### src/rtl/spi_flash_responder.sv
// SPI mode-0 flash responder: oversamples SCK/CS/SI on CLK, decodes wake-up (0xAB)
// and read (0x03) commands, then streams bytes from an external synchronous byte memory.
// Optional feature: define SPI_RESP_FAST_READ_EN to accept fast read (0x0B, 8 dummy clocks).
module spi_flash_responder #(
    parameter int unsigned SYNC_STAGES = 2,
    parameter int unsigned ADDR_W      = 24
) (
    input  logic              CLK,
    input  logic              resetn,
    input  logic              SPI_CS,
    input  logic              SPI_SCK,
    input  logic              SPI_SI,
    output logic              SPI_SO,
    output logic              SPI_SO_oe,
    output logic              mem_rd,
    output logic [ADDR_W-1:0] mem_addr,
    input  logic [7:0]        mem_rdata,
    output logic              awake,
    output logic              busy
);

    typedef enum logic [2:0] {
        StIdle,
        StCmd,
        StAddr,
`ifdef SPI_RESP_FAST_READ_EN
        StDummy,
`endif
        StData,
        StIgnore
    } state_e;

    logic [SYNC_STAGES-1:0] sck_sync_q, cs_sync_q, si_sync_q;
    logic                   sck_prev_q;
    logic                   sck_s, cs_s, si_s, sck_rise, sck_fall;

    state_e              state_q, state_d;
    logic [4:0]          bit_cnt_q, bit_cnt_d;
    logic [ADDR_W-2:0]   shift_q, shift_d;
    logic [7:0]          so_shift_q, so_shift_d;
    logic                so_q, so_d;
    logic                so_oe_q, so_oe_d;
    logic                mem_rd_q, mem_rd_d;
    logic [ADDR_W-1:0]   mem_addr_q, mem_addr_d;
    logic                awake_q, awake_d;
    logic                load_q;
    logic [7:0]          opcode;
    logic [ADDR_W-1:0]   addr_full;
`ifdef SPI_RESP_FAST_READ_EN
    logic                fast_q, fast_d;
`endif

    // Synchronize the SPI inputs and keep the previous SCK sample for edge detection.
    always_ff @(posedge CLK or negedge resetn) begin
        if (!resetn) begin
            sck_sync_q <= '0;
            cs_sync_q  <= '1;
            si_sync_q  <= '0;
            sck_prev_q <= 1'b0;
        end else begin
            sck_sync_q <= {sck_sync_q[SYNC_STAGES-2:0], SPI_SCK};
            cs_sync_q  <= {cs_sync_q[SYNC_STAGES-2:0], SPI_CS};
            si_sync_q  <= {si_sync_q[SYNC_STAGES-2:0], SPI_SI};
            sck_prev_q <= sck_sync_q[SYNC_STAGES-1];
        end
    end

    assign sck_s     = sck_sync_q[SYNC_STAGES-1];
    assign cs_s      = cs_sync_q[SYNC_STAGES-1];
    assign si_s      = si_sync_q[SYNC_STAGES-1];
    assign sck_rise  = sck_s & ~sck_prev_q;
    assign sck_fall  = ~sck_s & sck_prev_q;
    assign opcode    = {shift_q[6:0], si_s};
    assign addr_full = {shift_q, si_s};

    // Next-state logic: protocol FSM, shift registers and memory request generation.
    always_comb begin
        state_d    = state_q;
        bit_cnt_d  = bit_cnt_q;
        shift_d    = shift_q;
        so_shift_d = so_shift_q;
        so_d       = so_q;
        so_oe_d    = so_oe_q;
        mem_rd_d   = 1'b0;
        mem_addr_d = mem_addr_q;
        awake_d    = awake_q;
`ifdef SPI_RESP_FAST_READ_EN
        fast_d     = fast_q;
`endif

        // Byte requested last cycle is on mem_rdata now.
        if (load_q) begin
            so_shift_d = mem_rdata;
        end

        if (cs_s && state_q != StIdle) begin
            // CS deassertion wins over any coincident SCK edge.
            state_d   = StIdle;
            so_oe_d   = 1'b0;
            so_d      = 1'b1;
            bit_cnt_d = '0;
        end else begin
            case (state_q)
                StIdle: begin
                    bit_cnt_d = '0;
                    so_oe_d   = 1'b0;
                    so_d      = 1'b1;
                    if (!cs_s) begin
                        state_d = StCmd;
                    end
                end
                StCmd: begin
                    if (sck_rise) begin
                        shift_d   = {shift_q[ADDR_W-3:0], si_s};
                        bit_cnt_d = bit_cnt_q + 5'd1;
                        if (bit_cnt_q == 5'd7) begin
                            bit_cnt_d = '0;
                            state_d   = StIgnore;
                            if (opcode == 8'hAB) begin
                                awake_d = 1'b1;
                            end else if (opcode == 8'h03 && awake_q) begin
                                state_d = StAddr;
`ifdef SPI_RESP_FAST_READ_EN
                                fast_d  = 1'b0;
                            end else if (opcode == 8'h0B && awake_q) begin
                                state_d = StAddr;
                                fast_d  = 1'b1;
`endif
                            end
                        end
                    end
                end
                StAddr: begin
                    if (sck_rise) begin
                        shift_d   = {shift_q[ADDR_W-3:0], si_s};
                        bit_cnt_d = bit_cnt_q + 5'd1;
                        if (bit_cnt_q == 5'd23) begin
                            bit_cnt_d  = '0;
                            mem_addr_d = addr_full;
`ifdef SPI_RESP_FAST_READ_EN
                            if (fast_q) begin
                                state_d = StDummy;
                            end else begin
                                mem_rd_d = 1'b1;
                                state_d  = StData;
                            end
`else
                            mem_rd_d = 1'b1;
                            state_d  = StData;
`endif
                        end
                    end
                end
`ifdef SPI_RESP_FAST_READ_EN
                StDummy: begin
                    // SO stays released; the first read goes out on the last dummy rise.
                    if (sck_rise) begin
                        bit_cnt_d = bit_cnt_q + 5'd1;
                        if (bit_cnt_q == 5'd7) begin
                            bit_cnt_d = '0;
                            mem_rd_d  = 1'b1;
                            state_d   = StData;
                        end
                    end
                end
`endif
                StData: begin
                    if (sck_fall) begin
                        so_oe_d    = 1'b1;
                        so_d       = so_shift_q[7];
                        so_shift_d = {so_shift_q[6:0], 1'b0};
                    end else if (sck_rise) begin
                        bit_cnt_d = bit_cnt_q + 5'd1;
                        if (bit_cnt_q == 5'd7) begin
                            bit_cnt_d  = '0;
                            mem_rd_d   = 1'b1;
                            mem_addr_d = mem_addr_q + {{(ADDR_W-1){1'b0}}, 1'b1};
                        end
                    end
                end
                StIgnore: begin
                    so_oe_d = 1'b0;
                end
                default: begin
                    state_d = StIdle;
                end
            endcase
        end
    end

    // State and datapath registers.
    always_ff @(posedge CLK or negedge resetn) begin
        if (!resetn) begin
            state_q    <= StIdle;
            bit_cnt_q  <= '0;
            shift_q    <= '0;
            so_shift_q <= '0;
            so_q       <= 1'b1;
            so_oe_q    <= 1'b0;
            mem_rd_q   <= 1'b0;
            mem_addr_q <= '0;
            awake_q    <= 1'b0;
            load_q     <= 1'b0;
`ifdef SPI_RESP_FAST_READ_EN
            fast_q     <= 1'b0;
`endif
        end else begin
            state_q    <= state_d;
            bit_cnt_q  <= bit_cnt_d;
            shift_q    <= shift_d;
            so_shift_q <= so_shift_d;
            so_q       <= so_d;
            so_oe_q    <= so_oe_d;
            mem_rd_q   <= mem_rd_d;
            mem_addr_q <= mem_addr_d;
            awake_q    <= awake_d;
            load_q     <= mem_rd_q;
`ifdef SPI_RESP_FAST_READ_EN
            fast_q     <= fast_d;
`endif
        end
    end

    assign SPI_SO    = so_q;
    assign SPI_SO_oe = so_oe_q;
    assign mem_rd    = mem_rd_q;
    assign mem_addr  = mem_addr_q;
    assign awake     = awake_q;
    assign busy      = (state_q != StIdle);

endmodule

### config.mk
export PLATFORM = sky130hd
export DESIGN_NAME = spi_flash_responder
export DESIGN_NICKNAME = d
export VERILOG_FILES = /design/src/rtl/spi_flash_responder.sv
export SDC_FILE = /design/constraint.sdc
export NUM_CORES = 1
export LEC_CHECK = 0
export ABC_AREA = 1
export BUFFER_PORTS_ARGS = -buffer_cell sky130_fd_sc_hd__clkbuf_2
export CORE_MARGIN = 2
export CORE_UTILIZATION = 38
export DETAILED_ROUTE_END_ITERATION = 7
export PLACE_DENSITY_LB_ADDON = 0.2
export SETUP_SLACK_MARGIN = 0.2
export SYNTH_ARGS = -nofsm -noshare
export SYNTH_HDL_FRONTEND = slang
export SYNTH_SLANG_ARGS = --single-unit
### constraint.sdc
create_clock -name CLK -period 2.3 [get_ports CLK]
set_clock_uncertainty 0.2 [all_clocks]
set_input_delay 0.46 -clock CLK [delete_from_list [all_inputs] [get_ports CLK]]
set_output_delay 0.46 -clock CLK [all_outputs]
set_load 0.01 [all_outputs]
==> results.yml, run 1 <==
logic_synthesis:
  synth-edff-count: 0
  synth.distinct_cells: 33
  ys_ff_latch: 75
  yosys_warnings: 0
  synth_most_common_cell: "nand2_1"
  yosysTopAreaCell: "dfrtp_1"
  synth_top_area_share_pct: 44.62
  synthTopCellsByArea: "dfrtp_1 45%, nand2_1 19%, nor2_1 6.9%"
  seq_area_frac_synth_pct: 46.58
  synthTopCellsByCount: "200 x nand2_1, 74 x nor2_1, 72 x dfrtp_1"
  synth.cell_area_mm2: 0.004038
  async_reset_ff_share_pct: 100.0
  syn_nets: 579
  syn_inst: 564
  synthFlopType: "dfrtp_1"
  syn_area_per_cell_um2: 7.159
routing:
  first_pass_iters: 7
  first_iter_violations: 181
  drcViolationCount: 0
  num_vias: 3647
  drt-vias-per-instance: 4.850
  wl_per_cell_um: 12.32
  drt-total-wl_um: 9267
  final_antenna_net_count: 0
critical_path:
  worstPathArrival_ps: 1250
  setup.worst_path.class: "flip-flop to output pin"
  slowest_delay_ps: 450
  timing.critical_path.buf_inv: 1
  cp-end-kind: "output pin"
  start_kind: "flip-flop"
  cp.required_ps: 1640
  crit_family: "flip-flops"
  cp_slowest_cell: "dfrtp_1"
  path_cells: "nor2_4, nand2_2, clkbuf_2"
  crit_fanout: 5
timing:
  fin_ws_ps: 394.7
  setup_viol_count_final: 0
  rsz0062_at_grt: "no"
  tns_ps: 0
  tightest_slew_ps: 469.6
  fmaxAchievable_mhz: 524.8
  period_share_pct: 82.84
  drv_slew: 0
  hold_viol: 0
  slew_headroom_pct: 68.69
  min_period_ps: 1905
place:
  io_buffers: 41
  dp_slack_ps: 327.2
  place_congestion: 0.8194
  dp_hpwl_um: 6596
layout:
  fillers: 1043
  diodes: 0
  area_growth_pct: 15.37
  nets: 626
  drive_gt1_share_pct: 13.96
power:
  p_per_area_mw_per_mm2: 708.1
  p_leak_uw: 0.002203
  internal-power_uw: 2209
  switchingPower_uw: 1089
  power.share.clock_pct: 32.0
  max-vdd-ir-drop_v: 0.0003069
  pwr-share-seq_pct: 48.0
  swShare_pct: 33.03
  combPwrFrac_pct: 19.9
clock_tree:
  root_buffer: "clkbuf_8"
  clk_latency_ps: 360
  cts_buffer_depth: 2
  path_clk_slew_ps: 90
  cts_sinks: 75
  cts_tree: "built"
  cts_buffers: 9
  h-tree-depth: 3
global_routing:
  first_global_vias: 3262
  grt_max_degree: 51
  grt_usage_pct: 17.67
  overflow: 0
  grt_pass1_wl_um: 16020
  antenna_found_initial: 0
run_status:
  outcome: "completed"
floorplan:
  dieWidth_um: 107.1
  start_util_pct: 39.11
  core-area_mm2: 0.01032
  boundaryPins: 42
  fp.dieArea_mm2: 0.01147
  dieHeight_um: 107.1
  rows: 37
worst_hold_path:
  min_path_type: "flip-flop to flip-flop"
job:
  max-cap-violations: 0
power by group through the flow:
stage                     combinational (uW)  sequential (uW)  clock, uW
after CTS                                658             1580       1100
after floorplan                          486             1570          0
after global placement                   647             1600          0
after detailed placement                 649             1610          0
after global routing                     765             1610       1140
final                                    658             1580       1060
worst paths after layout:
path / start / endpoint / slack, ps / cells after the start
worst max-delay path: state_q[1]$_DFFE_PN0P_ / busy / 390 / 3
worst min-delay path: si_sync_q[0]$_DFF_PN0_ / si_sync_q[1]$_DFF_PN0_ / 160 / 0
worst max register to register: state_q[1]$_DFFE_PN0P_ / shift_q[21]$_DFFE_PN0P_ / 400 / 8
worst min register to register: si_sync_q[0]$_DFF_PN0_ / si_sync_q[1]$_DFF_PN0_ / 160 / 0
max in group asynchronous: resetn / shift_q[8]$_DFFE_PN0P_ / 890 / 3
min in group asynchronous: resetn / bit_cnt_q[1]$_DFFE_PN0P_ / 390 / 2
registers in the layout, summed over array words and instances (netlist names), 2 cells and up:
register / count
si_sync_q: 2
bit_cnt_q: 5
so_shift_q: 8
cs_sync_q: 2
shift_q: 23
mem_addr: 24
sck_sync_q: 2
state_q: 3
through the flow:
| stage | utilization (%) | total power, uW | hold slack (ps) | instance area [um^2] | std cells |
|---|---|---|---|---|---|
| final | 45.12 | 3298 | 157.1 | 4658 | 752 |
| after global routing | 45.12 | 3510 | 162.6 | 4658 | 752 |
| after CTS | 44.77 | 3337 | 158.7 | 4622 | 752 |
| after detailed placement | 42.43 | 2257 | 137.9 | 4380 | 732 |
| after global placement | 42.43 | 2245 | 134.3 | 4380 | 732 |
| after floorplan | - | 2060 | -35.59 | 4038 | 564 |
cell families after synthesis:
logic type	share of synthesized area (%)
buffers and inverters	8.057
flip-flops	46.58
adder cells (fa/ha/maj)	0.6197
XOR/XNOR	0.6509
AND/OR/NAND/NOR	36.01
multiplexers	0.2479
AO/OA/AOI/OAI	7.840
worst reg2reg max path, stage by stage (launching register included):
cell     delay [ps]
dfrtp_1         450
nor2_4          160
nand2_2         120
a21oi_4         160
buf_4           210
nand2_2         120
buf_6           210
nor2_1          100
a21oi_1          50
final cells by class:
type	count	area, um^2	area share [%]
flip-flops and latches	75	1881	40.37
repair buffers	53	327.8	7.037
clock buffers	11	141.4	3.035
clock inverters	5	60.06	1.289
inverters	58	221.5	4.754
multi-input cells	414	1857	39.86
well taps	136	170.2	3.653
layer usage:
layer	up-vias	share of wire (%)	global-route usage, %
li1	1868	-	-
met1	1703	51	25.93
met2	63	44	25.95
met3	13	3.9	2.675
met4	0	1.9	7.236
met5	-	0	0
cell usage in the layout, fill, tap and decap left out, drive strengths merged:
cell / synthesis / final
nand2: 204 / 204
nor2: 78 / 78
dfrtp: 72 / 72
inv: 58 / 59
clkbuf: 1 / 51
nand3: 50 / 50
o21ai: 44 / 44
a21oi: 12 / 12
buf: 16 / 9
nand4: 5 / 5
nand3b: 5 / 5
dlygate4sd3: 0 / 4
dfstp: 3 / 3
xor2: 3 / 3
or2: 3 / 3
clkinvlp: 0 / 2
nor3: 2 / 2
ha: 2 / 2
mux2i: 1 / 1
o21bai: 1 / 1
o211ai: 1 / 1
a31oi: 1 / 1
nor4: 1 / 1
and2: 1 / 1
clkinv: 0 / 1
bufinv: 0 / 1
what timing repair did:
action	CTS	global route
endpoints found under the setup margin	0	20
hold buffers	4	0
gates resized for setup	0	9
endpoints found under the hold margin	34	0
buffers inserted	0	0
No activity file was read; power rests on OpenSTA's default activity.
==> run 2: changes to the inputs <==
--- a/config.mk
+++ b/config.mk
@@ -5,7 +5,7 @@
 export SDC_FILE = /design/constraint.sdc
 export NUM_CORES = 1
 export LEC_CHECK = 0
-export ABC_AREA = 1
+export ABC_AREA = 0
 export BUFFER_PORTS_ARGS = -buffer_cell sky130_fd_sc_hd__clkbuf_2
 export CORE_MARGIN = 2
 export CORE_UTILIZATION = 38
==> constraint.sdc (replaced) <==
create_clock -name CLK -period 1.9 [get_ports CLK]
set_clock_uncertainty 0.2 [all_clocks]
set_input_delay 0.38 -clock CLK [delete_from_list [all_inputs] [get_ports CLK]]
set_output_delay 0.38 -clock CLK [all_outputs]
set_load 0.01 [all_outputs]
==> results.yml, run 2 <==
layout:
  diodes: 0
  largest_register_ffs: 24
  utilization_pct: 52.56
  drive_gt1_share_pct: 37.69
  nets: 477
  mostFrequentLayoutCell: "dfrtp_1"
  layout_common_cells: "72 x dfrtp_1, 56 x buf_4, 39 x clkbuf_2, 36 x nand2_1, 26 x a21oi_1"
  area_growth_pct: 32.90
  fin_cells: 596
  fillers: 868
logic_synthesis:
  yosys_warnings: 0
  synth_top_area_share_pct: 48.85
  synth.distinct_cells: 56
  syn_nets: 376
  synthFlopType: "dfrtp_1"
  ys_ff_latch: 75
  synth-edff-count: 0
  synthTopCellsByCount: "72 x dfrtp_1, 37 x nand2_1, 34 x o21ai_0"
  synth.cell_area_mm2: 0.003689
  synthTopCellsByArea: "dfrtp_1 49%, mux2_2 7.3%, o21ai_0 4.6%"
  seq_area_frac_synth_pct: 50.98
  async_reset_ff_share_pct: 100.0
  synth_most_common_cell: "dfrtp_1"
  syn_inst: 361
  yosysTopAreaCell: "dfrtp_1"
  syn_area_per_cell_um2: 10.22
power:
  switchingPower_uw: 1106
  p_total_uw: 4103
  swShare_pct: 26.96
  p_leak_uw: 0.002235
  max-vdd-ir-drop_v: 0.0004383
  power.share.clock_pct: 34.1
  internal-power_uw: 2997
  combPwrFrac_pct: 22.1
  p_per_area_mw_per_mm2: 837.0
  pwr-share-seq_pct: 43.8
routing:
  drcViolationCount: 0
  wl_met2_um: 4099
  final_antenna_net_count: 0
  first_pass_iters: 4
  wl_met1_um: 4578
  num_vias: 3156
  drt-vias-per-instance: 5.295
  top_layer_used: "met4"
  wl_met3_um: 328
  wl_per_cell_um: 15.30
  drt-total-wl_um: 9121
  first_iter_violations: 110
critical_path:
  critical_path.startpoint: "state_q[1]$_DFFE_PN0P_"
  r2r_setup_slack_ps: -170
  r2r_start: "state_q[1]$_DFFE_PN0P_"
  critPathCapture: "busy"
  r2r_end: "mem_addr[19]$_DFFE_PN0P_"
  path_cells: "or3_4, buf_4, buf_6, buf_6"
  setup.worst_path.class: "flip-flop to output pin"
  start_kind: "flip-flop"
  crit_fanout: 3
  reg2reg_depth: 6
  timing.critical_path.buf_inv: 3
  crit_family: "simple AND/OR/NAND/NOR gates"
  cp_num_cells: 4
  slowest_delay_ps: 410
  cp.required_ps: 1320
  cp_slowest_cell: "or3_4"
  worstPathArrival_ps: 1510
  cp-end-kind: "output pin"
  cpMostUsedCell: "buf_6"
clock_tree:
  path_clk_slew_ps: 80
  clk_latency_ps: 340
  h-tree-depth: 3
  cts_tree: "built"
  root_buffer: "clkbuf_8"
  cts_buffers: 9
  cts_sinks: 75
  cts_buffer_depth: 2
place:
  dpl.cell_count: 569
  place_congestion: 0.8088
  io_buffers: 41
  dp_hpwl_um: 6215
timing:
  fin_ws_ps: -194.1
  period_share_pct: 110.2
  tightest_slew_ps: 443.1
  setup_viol_count_final: 50
  hold_viol: 0
  drv_slew: 0
  slew_headroom_pct: 70.19
  fmaxAchievable_mhz: 477.5
  whs_ps: 95.05
  min_period_ps: 2094
  rsz0062_at_grt: "yes"
  tns_ps: -5838
floorplan:
  start_util_pct: 39.54
  rows: 35
  dieHeight_um: 102.5
  fp.dieArea_mm2: 0.01051
  boundaryPins: 42
  core-area_mm2: 0.009328
  dieWidth_um: 102.5
global_routing:
  antenna_found_initial: 0
  first_global_vias: 3088
  grt_max_degree: 42
  overflow: 0
  grt_pass1_wl_um: 15100
  grt_usage_pct: 18.38
run_status:
  outcome: "finished with violations"
  failed_checks: "setup timing"
worst_hold_path:
  holdPathStages: 3
  min_path_type: "input port to flip-flop"
job:
  max-cap-violations: 0
==> run 2: changes by cell type after synthesis, moves of 9 or more <==
cell	previous run	this run
clkbuf_1	1	14
inv_1	56	5
nand3_1	49	14
a21oi_1	11	31
o21ai_1	11	0
mux2i_1	1	10
nor2_1	74	19
nand2_1	200	37
mux2_2	0	24
a2bb2oi_1	0	13
==> run 2: tightest hold or removal path: stages <==
cell,delay (ps)
clkbuf_2,80
mux2i_1,60
nor2_1,80
==> run 2: metal layers <==
metal | up-vias | track usage [%]
met2 | 66 | 27.50
met1 | 1544 | 26.97
met3 | 12 | 2.915
li1 | 1534 | -
met5 | - | 0
met4 | 0 | 6.872
==> run 2: power by group through the flow <==
stage	clock network, uW	logic (uW)	registers (uW)
after floorplan	0	455	1790
after global placement	0	735	1820
after detailed placement	0	746	1830
after CTS	1440	816	1800
after global routing	1500	988	1810
final	1400	907	1800
==> run 2: cell families (layout without fill, tap and decap cells) <==
logic type,after synthesis,after routing,synth area share [%]
AOI/OAI and AO/OA,104,104,18.01
DFF,75,75,50.98
adders and majority gates,2,2,0.6783
muxes,34,34,10.04
xor gates and xnor gates,2,2,0.4750
and+or+nand+nor,116,116,16.38
buffers and inverters,28,134,3.426
==> run 2: worst min path at each step <==
stage                             from                       to
final                     mem_rdata[0]  so_shift_q[0]$_DFF_PN0_
after floorplan                 resetn    SPI_SO_oe$_DFFE_PN0P_
after detailed placement        resetn  sck_sync_q[0]$_DFF_PN0_
after CTS                 mem_rdata[0]  so_shift_q[0]$_DFF_PN0_
after global routing      mem_rdata[0]  so_shift_q[0]$_DFF_PN0_
after global placement          resetn  sck_sync_q[0]$_DFF_PN0_
==> run 2: repair_timing <==
action / 4_1_cts / 5_1_grt
gates resized for setup: 12 / 21
endpoints found under the setup margin: 65 / 65
setup buffers: 3 / 3
endpoints found under the hold margin: 23 / 0
gates cloned: 1 / 0
pin swaps: 5 / 1
hold buffers: 4 / 0
==> run 2: cell type report <==
cell class	instances	area, um^2	share of cell area, %
inverter	6	22.52	0.4594
tap	129	161.4	3.293
clock buffer	11	151.4	3.088
timing repair buffer	112	862.1	17.59
sequential	75	1881	38.36
multi-input combinational	258	1749	35.68
clock inverter	5	75.07	1.531
==> run 2: through the flow <==
stage	setup slack, ps	instance area, um^2
final	-194.1	4902
after global routing	-280.8	4902
after CTS	-192.9	4821
after detailed placement	-179.7	4471
after global placement	-127.8	4471
after floorplan	-185.2	3767
